File: config.mk
export PLATFORM = sky130hd
export DESIGN_NAME = shreg_frame_ctrl_flat
export DESIGN_NICKNAME = d
export VERILOG_FILES = /design/src/rtl/shreg_frame_ctrl_pkg.sv /design/src/rtl/shreg_frame_ctrl_if.sv /design/src/rtl/shreg_core.sv /design/src/rtl/shreg_frame_ctrl.sv /design/src/flat_wrapper.sv
export SDC_FILE = /design/constraint.sdc
export NUM_CORES = 1
export LEC_CHECK = 0
export CELL_PAD_IN_SITES_DETAIL_PLACEMENT = 0
export CELL_PAD_IN_SITES_GLOBAL_PLACEMENT = 1
export CORE_UTILIZATION = 36
export DETAILED_ROUTE_END_ITERATION = 10
export PLACE_DENSITY = 0.85
export SLEW_MARGIN = 20
export SYNTH_ARGS = -nofsm -noshare
export SYNTH_HDL_FRONTEND = slang
export SYNTH_SLANG_ARGS = --single-unit
File: constraint.sdc
create_clock -name clk -period 1.8 [get_ports clk]
set_input_delay 0.45 -clock clk [delete_from_list [all_inputs] [get_ports clk]]
set_output_delay 0.45 -clock clk [all_outputs]
set_load 0.01 [all_outputs]
File: src/rtl/shreg_frame_ctrl_pkg.sv
// Shared types for the parallel-load shift register frame controller.
package shreg_pkg;

  typedef enum logic [1:0] {
    IDLE  = 2'd0,
    SHIFT = 2'd1,
    PAR   = 2'd2
  } state_t;

  // Bit-counter width able to hold 0..w
  function automatic int unsigned cnt_w(input int unsigned w);
    return $clog2(w + 1);
  endfunction

endpackage

File: src/rtl/shreg_frame_ctrl_if.sv
// Word-side handshake and serial-side signals of the frame controller.
interface shreg_frame_ctrl_if #(
  parameter int unsigned W = 3
);
  logic [W-1:0] din;
  logic         din_valid;
  logic         din_ready;
  logic         sin;
  logic         abort;
  logic         sout;
  logic         sout_valid;
  logic         busy;
  logic         done;
  logic [W-1:0] rx_word;
  logic         rx_err;

  modport master (
    output din, din_valid, sin, abort,
    input  din_ready, sout, sout_valid, busy, done, rx_word, rx_err
  );

  modport slave (
    input  din, din_valid, sin, abort,
    output din_ready, sout, sout_valid, busy, done, rx_word, rx_err
  );
endinterface

File: src/rtl/shreg_core.sv
// W-bit shift register: parallel load (priority) or right shift, si -> MSB, so = LSB.
module shreg_core #(
  parameter int unsigned W = 3
) (
  input  logic         clk,
  input  logic         clrn,
  input  logic         load,
  input  logic         shift,
  input  logic [W-1:0] d,
  input  logic         si,
  output logic [W-1:0] q,
  output logic         so
);

  // Register contents: load wins over shift, otherwise hold
  always_ff @(posedge clk or negedge clrn) begin
    if (!clrn) begin
      q <= '0;
    end else if (load) begin
      q <= d;
    end else if (shift) begin
      q <= {si, q[W-1:1]};
    end
  end

  assign so = q[0];

endmodule

File: src/rtl/shreg_frame_ctrl.sv
// Frame controller: loads a word, shifts it out LSB-first on sout while
// capturing sin into rx_word; supports zero-gap back-to-back frames.
// Optional macro SHREG_CTRL_PARITY_EN adds a trailing even-parity bit (PAR).
module shreg_frame_ctrl
  import shreg_pkg::*;
#(
  parameter int unsigned W = 3
) (
  input  logic                 clk,
  input  logic                 clrn,
  shreg_frame_ctrl_if.slave    bus
);

  localparam int unsigned       CNT_W = cnt_w(W);
  localparam logic [CNT_W-1:0]  LAST  = CNT_W'(W - 1);

  state_t           state_q, state_d;
  logic [CNT_W-1:0] cnt_q, cnt_d;
  logic             load, shift, accept, rx_cap, done_d, ready_win;
  logic             done_q;
  logic [W-1:0]     rx_word_q;
  logic [W-1:0]     q;
  logic             so;

  shreg_core #(.W(W)) u_core (
    .clk   (clk),
    .clrn  (clrn),
    .load  (load),
    .shift (shift),
    .d     (bus.din),
    .si    (bus.sin),
    .q     (q),
    .so    (so)
  );

  // Window in which a new word may be taken; abort in a frame blocks it
  always_comb begin
`ifdef SHREG_CTRL_PARITY_EN
    ready_win = (state_q == IDLE) || (state_q == PAR);
`else
    ready_win = (state_q == IDLE) || ((state_q == SHIFT) && (cnt_q == LAST));
`endif
  end

  assign bus.din_ready = ready_win & ~(bus.abort & (state_q != IDLE));
  assign accept        = bus.din_valid & bus.din_ready;

  // Next state, counter and datapath controls
  always_comb begin
    state_d = state_q;
    cnt_d   = cnt_q;
    load    = 1'b0;
    shift   = 1'b0;
    rx_cap  = 1'b0;
    done_d  = 1'b0;
    case (state_q)
      IDLE: begin
        if (accept) begin
          load    = 1'b1;
          cnt_d   = '0;
          state_d = SHIFT;
        end
      end
      SHIFT: begin
        if (bus.abort) begin
          state_d = IDLE;
          cnt_d   = '0;
        end else begin
          shift = 1'b1;
          cnt_d = cnt_q + 1'b1;
          if (cnt_q == LAST) begin
`ifdef SHREG_CTRL_PARITY_EN
            state_d = PAR;
            cnt_d   = '0;
`else
            // Last data bit: capture and, if a word is waiting, reload
            // instead of shifting so the next frame starts without a gap.
            rx_cap = 1'b1;
            done_d = 1'b1;
            cnt_d  = '0;
            if (accept) begin
              load    = 1'b1;
              shift   = 1'b0;
              state_d = SHIFT;
            end else begin
              state_d = IDLE;
            end
`endif
          end
        end
      end
`ifdef SHREG_CTRL_PARITY_EN
      PAR: begin
        cnt_d = '0;
        if (bus.abort) begin
          state_d = IDLE;
        end else begin
          rx_cap = 1'b1;
          done_d = 1'b1;
          if (accept) begin
            load    = 1'b1;
            state_d = SHIFT;
          end else begin
            state_d = IDLE;
          end
        end
      end
`endif
      default: begin
        state_d = IDLE;
        cnt_d   = '0;
      end
    endcase
  end

  // State, counter and done pulse registers
  always_ff @(posedge clk or negedge clrn) begin
    if (!clrn) begin
      state_q <= IDLE;
      cnt_q   <= '0;
      done_q  <= 1'b0;
    end else begin
      state_q <= state_d;
      cnt_q   <= cnt_d;
      done_q  <= done_d;
    end
  end

`ifdef SHREG_CTRL_PARITY_EN
  logic tx_par_q;
  logic rx_err_q;

  // Parity of the outgoing word latched at load; the register holds the
  // full received word during PAR, so capture reads it directly.
  always_ff @(posedge clk or negedge clrn) begin
    if (!clrn) begin
      tx_par_q  <= 1'b0;
      rx_word_q <= '0;
      rx_err_q  <= 1'b0;
    end else begin
      if (load) begin
        tx_par_q <= ^bus.din;
      end
      if (rx_cap) begin
        rx_word_q <= q;
        rx_err_q  <= (^q) ^ bus.sin;
      end
    end
  end

  assign bus.sout   = (state_q == PAR) ? tx_par_q : so;
  assign bus.rx_err = rx_err_q;
`else
  logic unused_q0;
  assign unused_q0 = q[0];

  // Receive word: the bit arriving on the last edge plus the shifted-in rest
  always_ff @(posedge clk or negedge clrn) begin
    if (!clrn) begin
      rx_word_q <= '0;
    end else if (rx_cap) begin
      rx_word_q <= {bus.sin, q[W-1:1]};
    end
  end

  assign bus.sout   = so;
  assign bus.rx_err = 1'b0;
`endif

  assign bus.sout_valid = (state_q != IDLE);
  assign bus.busy       = (state_q != IDLE);
  assign bus.done       = done_q;
  assign bus.rx_word    = rx_word_q;

endmodule

File: src/flat_wrapper.sv
// flat-port wrapper written by rule: the top's interface ports become plain ports
module shreg_frame_ctrl_flat import shreg_pkg::*;
#(
  parameter int unsigned W = 3
)
  (clk, clrn, bus_din, bus_din_valid, bus_sin, bus_abort, bus_din_ready, bus_sout, bus_sout_valid, bus_busy, bus_done, bus_rx_word, bus_rx_err);
  shreg_frame_ctrl_if #(.W(W)) bus_i ();
  input  logic clk;
  input  logic clrn;
  input wire logic [$bits(bus_i.din)-1:0] bus_din;
  input wire logic [$bits(bus_i.din_valid)-1:0] bus_din_valid;
  input wire logic [$bits(bus_i.sin)-1:0] bus_sin;
  input wire logic [$bits(bus_i.abort)-1:0] bus_abort;
  output wire logic [$bits(bus_i.din_ready)-1:0] bus_din_ready;
  output wire logic [$bits(bus_i.sout)-1:0] bus_sout;
  output wire logic [$bits(bus_i.sout_valid)-1:0] bus_sout_valid;
  output wire logic [$bits(bus_i.busy)-1:0] bus_busy;
  output wire logic [$bits(bus_i.done)-1:0] bus_done;
  output wire logic [$bits(bus_i.rx_word)-1:0] bus_rx_word;
  output wire logic [$bits(bus_i.rx_err)-1:0] bus_rx_err;
  assign bus_i.din = bus_din;
  assign bus_i.din_valid = bus_din_valid;
  assign bus_i.sin = bus_sin;
  assign bus_i.abort = bus_abort;
  assign bus_din_ready = bus_i.din_ready;
  assign bus_sout = bus_i.sout;
  assign bus_sout_valid = bus_i.sout_valid;
  assign bus_busy = bus_i.busy;
  assign bus_done = bus_i.done;
  assign bus_rx_word = bus_i.rx_word;
  assign bus_rx_err = bus_i.rx_err;
  shreg_frame_ctrl #(.W(W)) u_core (.clk(clk), .clrn(clrn), .bus(bus_i));
endmodule
== Yosys cells after proc, flatten, opt, wreduce, memory -nomap -nowiden ==
Cells that the tools add are included.

* Add/sub/neg operators: 1
* $mul: 0
* Divide/modulo/power cells: 0
* Order comparisons: 0
* Eq/ne operators: 4
* Shift operators: 0
* Mux-type cells: 22
* Bitwise operators: 4
* Reduce and logical (&&, ||, !) cells: 6

{| class="wikitable"
|+ Operator list
! kind !! count
|-
| 2-bit 2-to-1 mux || 6
|-
| 1-bit 2-to-1 mux || 11
|-
| 2-bit one-hot mux with 2 select lines || 2
|-
| 3-bit 2-to-1 mux || 2
|-
| 2-bit nonzero test || 2
|-
| 1-bit AND || 3
|-
| 3-bit by 2-bit inequality test with 1-bit output (second input constant) || 1
|-
| 2-bit by 1-bit adder with 2-bit output (second input constant) || 1
|-
| 2-bit by 1-bit equality test with 1-bit output (second input constant) || 1
|-
| 2-bit equality test (second input constant) || 1
|-
| 2-bit logical NOT || 1
|-
| 2-bit by 1-bit inequality test with 1-bit output (second input constant) || 1
|-
| 1-bit one-hot mux with 2 select lines || 1
|-
| 2-bit AND reduction || 1
|-
| 1-bit logical AND || 1
|-
| 1-bit logical OR || 1
|-
| 1-bit inverter || 1
|}

* Flip-flop bits (word level): 11
* Bits in latches: 0
* RAM bits: 0
* Memory bits (read-only): 0
* Logic and storage cells: 42
* Memories: 0

== Logic depth before layout (Yosys ltp) ==
* Depth after elaboration: 11
* Mapped depth: 4
* Depth with buffers taken out: 3

== Hierarchy ==
Synthesis repeated with hierarchy kept, for this count alone.

* Cells, all modules: 41
* Area, all modules: 491.7 um^2

{| class="wikitable"
|+ Modules (own cells, without submodules)
! module !! instances !! cells each !! area each (um^2) !! sequential area each (um^2)
|-
| shreg_frame_ctrl || 1 || 28 || 352.8 || 175.2
|-
| shreg_core || 1 || 13 || 138.9 || 75.1
|}

== Worst setup path after synthesis ==
No wires, ideal clock.

* Path kind: input port to flip-flop
* Start point: input bus_din_valid
* End point: register u_core.u_core.q[0]
* Arrival: 1.186 ns
* Required time: 1.677 ns
* Setup slack: 0.491 ns
* Stages: 4
* Buffers on the path: 1
* Cell sequence: buf_2 mux2_1 o22a_1 o221a_2

* Cells in the longest elaborated chain, start to end: 6
* Elaborated cells between the ends (all ways): 11
* Classes of those cells: 9 x mux; 1 x bitwise; 1 x reduce/logical

{| class="wikitable"
|+ Ends and longest elaborated chain
! what !! line !! RTL
|-
| from (decl) || flat_wrapper.sv:11 || <nowiki>input wire logic [$bits(bus_i.din_valid)-1:0] bus_din_valid;</nowiki>
|-
| 1-bit AND (*) || shreg_frame_ctrl.sv:46 || <nowiki>assign accept = bus.din_valid & bus.din_ready;</nowiki>
|-
| 1-bit 2-to-1 mux, on equally long branches || shreg_frame_ctrl.sv:58, shreg_frame_ctrl.sv:81 ||
|-
| 1-bit 2-to-1 mux || shreg_frame_ctrl.sv:71 || <nowiki>if (cnt_q == LAST) begin</nowiki>
|-
| 1-bit 2-to-1 mux || shreg_frame_ctrl.sv:65 || <nowiki>if (bus.abort) begin</nowiki>
|-
| 1-bit one-hot mux with 2 select lines / 1-bit 2-to-1 mux (equally long branches) || shreg_frame_ctrl.sv:56 || <nowiki>case (state_q)</nowiki>
|-
| 3-bit 2-to-1 mux / 2-bit nonzero test (equally long branches) || n/a ||
|-
| to (signal assigned) || shreg_core.sv:22 || <nowiki>q <= {si, q[W-1:1]};</nowiki>
|-
| to (decl) || shreg_core.sv:11 || <nowiki>output logic [W-1:0] q,</nowiki>
|}

Every way passes the cells marked *; elsewhere a longest branch is shown, timed or not.
A chain may end at the register's enable or synchronous reset.

== Worst setup path in the final report ==
* Start point: input bus_abort
* End point: output bus_din_ready

* Cells in the longest elaborated chain, start to end: 3

{| class="wikitable"
|+ Ends and longest elaborated chain
! what !! line !! RTL
|-
| from (decl) || flat_wrapper.sv:13 || <nowiki>input wire logic [$bits(bus_i.abort)-1:0] bus_abort;</nowiki>
|-
| 1-bit AND || shreg_frame_ctrl.sv:45 || <nowiki>assign bus.din_ready = ready_win & ~(bus.abort & (state_q != IDLE));</nowiki>
|-
| 1-bit inverter || shreg_frame_ctrl.sv:45 ||
|-
| 1-bit AND || shreg_frame_ctrl.sv:45 ||
|-
| to (decl) || flat_wrapper.sv:14 || <nowiki>output wire logic [$bits(bus_i.din_ready)-1:0] bus_din_ready;</nowiki>
|}

No other way between the ends.

==> impl_metrics.toml <==
[status]
status = "finished clean"

[timing]
maxSlewViolCount = 0
grt_setup_unrepaired = "false"
fin_crit_sh = 0.977
max_freq_mhz = 569
period_needed_ns = 1.76
fin_ws_ns = 0.0412
timing_hold_violations_final = 0
finalSetupViolations = 0
skew_ns = 0.00301

[logic_synthesis]
syn_inst = 45
async_flop_share = 1.00
seq_area_frac_synth = 0.471
synth.net_count = 53
yosys.area.top_type = "dfrtp_1"
synthFlopType = "dfrtp_1"
yosysTopAreaCellShare = 0.471
synth_edf_count = 0
syn_area_sq_um = 532
netlist_top_cells_area = "dfrtp_1 (47%), mux2_4 (8.5%), mux2_1 (6.4%)"
synth_warnings = 0
synth.lib_cells_used.distinct = 21
syn_avg_cell_area_sq_um = 11.8
yosysMostFrequentCell = "dfrtp_1"
ys_ff_latch = 10

[clock_tree]
h-tree-depth = 1
cts.clk_slew.worst_paths_ns = 0.07
cts_tree = "yes"
clock_sinks = 10
cts_buffers = 3
clk_latency_ns = 0.26
clockRootBuffer = "clkbuf_4"
clock_path_buffers = 2
postCtsHoldBufs = 0

[drt]
dr_total_vias = 399
drc = 0
antenna_left = 0
viasPerCell = 5.12
drt_iter0_drc = 5
wirelength_microns = 995
wl_per_cell_microns = 12.8
dr.pass1.iters = 2

[worst_setup_path]
r2r_start = "u_core.cnt_q[0]$_DFFE_PN0P_"
startpoint_type = "input port"
path_cells = "clkdlybuf4s50_1 > o21ai_1 > dlygate4sd2_1"
reg2reg_depth = 4
criticalPathCategory = "input port to output pin"
reg2reg_to = "u_core.bus.rx_word[1]$_DFFE_PN0P_"
endpoint_kind = "output pin"
crit_fanout = 2
critPathSlowestCell = "clkdlybuf4s50_1"
cp.arrival_ns = 1.31
worstPathRequired_ns = 1.35
max_stage_delay_ns = 0.42
rrSetupSlack_ns = 0.46

[floorplan]
design.core.area_sq_um = 1330
initial_utilization = 0.399
rows = 13
die_height_microns = 40.4
dieArea_sq_um = 1630
die_width_microns = 40.4
ios = 17

[finish]
drive_above_1_share = 0.254
utilization = 0.547
diodes = 0
nNetsFinal = 72
areaGrowthSynthToFinish_pct = 37.2
final_cell_area_sq_um = 729

[global_route]
grt_remaining_overflow = 0
antenna_found_initial = 0
grt_pass1_vias = 406
track_usage = 0.156
grt_max_degree = 13
grt_pass1_wl_microns = 1630

[pwr]
seq_power_share = 0.384
netSwitchingPower_mw = 0.254
pwr-share-comb = 0.397
intPower_mw = 0.651
max-vdd-ir-drop_mv = 0.657
power_mw = 0.905
power_frac_clock = 0.219
powerDensity_nw_per_um2 = 1240
p_leak_nw = 0.308
p_sw_frac = 0.281

[placed_design]
place_congestion = 0.731
place_area_sq_um = 694
hpwlAfterDp_microns = 771
dp_slack_ns = -0.223
io_buffers = 15

[job]
maxCapViolations = 0

[worst_hold_path]
min_path_type = "input port to asynchronous set/reset pin"
==> metal layers <==
layer	GRT usage	up-vias	share of wire
met4	0.0250	0	0
met2	0.278	11	0.50
met1	0.163	191	0.44
li1	-	197	-
met5	0	-	0
met3	0.0833	0	0.054
==> worst max-delay path, delay by kind of cell <==
family                 cells  cell delay [ns]
AO/OA/AOI/OAI              1             0.15
buffers and inverters      2             0.71
==> worst max path at each step <==
stage | from | end | slack (ns)
after floorplan | bus_din_valid | u_core.u_core.q[0]$_DFFE_PN0P_ | 0.49
after global placement | bus_abort | bus_din_ready | -0.19
after detailed placement | bus_abort | bus_din_ready | -0.22
after CTS | bus_abort | bus_din_ready | 0.05
after global routing | bus_abort | bus_din_ready | 0.008
final | bus_abort | bus_din_ready | 0.04
==> stage by stage <==
step	instances	TNS (ns)	hold WS, ns
3_3_place_gp	74	-0.293	0.496
4_1_cts	78	0	0.513
3_5_place_dp	74	-0.371	0.499
2_1_floorplan	45	0	0.154
6_report	78	0	0.504
5_1_grt	78	0	0.528
==> cell type report <==
type | instances | area [sq um]
multi-input cells | 29 | 241
flip-flops and latches | 10 | 250
repair buffers | 19 | 179
fillers | 126 | 604
well taps | 15 | 18.8
inverters | 1 | 3.75
clock buffers | 4 | 36.3
==> placed cells by master (no fill, tap or decap) <==
cell / netlist / final
clkdlybuf4s50_1: 0 / 14
dfrtp_1: 10 / 10
buf_4: 2 / 4
o21ai_1: 3 / 3
nand2_1: 3 / 3
mux2_1: 3 / 3
o22a_1: 3 / 3
o221a_2: 3 / 3
mux2_4: 3 / 3
clkbuf_4: 0 / 3
a21oi_1: 2 / 2
nand2b_1: 1 / 1
nor3b_2: 1 / 1
and2_4: 1 / 1
inv_1: 1 / 1
nor2_1: 1 / 1
nand3b_1: 1 / 1
and2b_1: 1 / 1
nor3b_1: 1 / 1
a31o_1: 1 / 1
conb_1: 1 / 1
clkbuf_8: 0 / 1
dlygate4sd2_1: 0 / 1
==> flip-flops by register name, indices dropped and copies added (netlist names) <==
signal / count
u_core.cnt_q: 2
u_core.bus.done: 1
u_core.u_core.q: 3
u_core.state_q: 1
u_core.bus.rx_word: 3
==> power by group through the flow <==
stage	Clock (mW)	Combinational [mW]	Sequential, mW
4_1_cts	0.207	0.364	0.348
5_1_grt	0.221	0.396	0.359
6_report	0.198	0.360	0.347
2_1_floorplan	0	0.175	0.370
3_5_place_dp	0	0.366	0.353
3_3_place_gp	0	0.359	0.348
==> timing repair <==
item	4_1_cts	5_1_grt
setup buffers	0	0
setup endpoints to repair	1	0
gates resized for setup	1	0
==> logic make-up after synthesis <==
kind of cell	Yosys count	share of synthesized area
DFF	10	0.471
buffers and inverters	6	0.0753
and+or+nand+nor	10	0.122
muxes	6	0.148
other	1	0.00705
AOI/OAI and AO/OA	12	0.176
No activity file was read; power rests on OpenSTA's default activity.
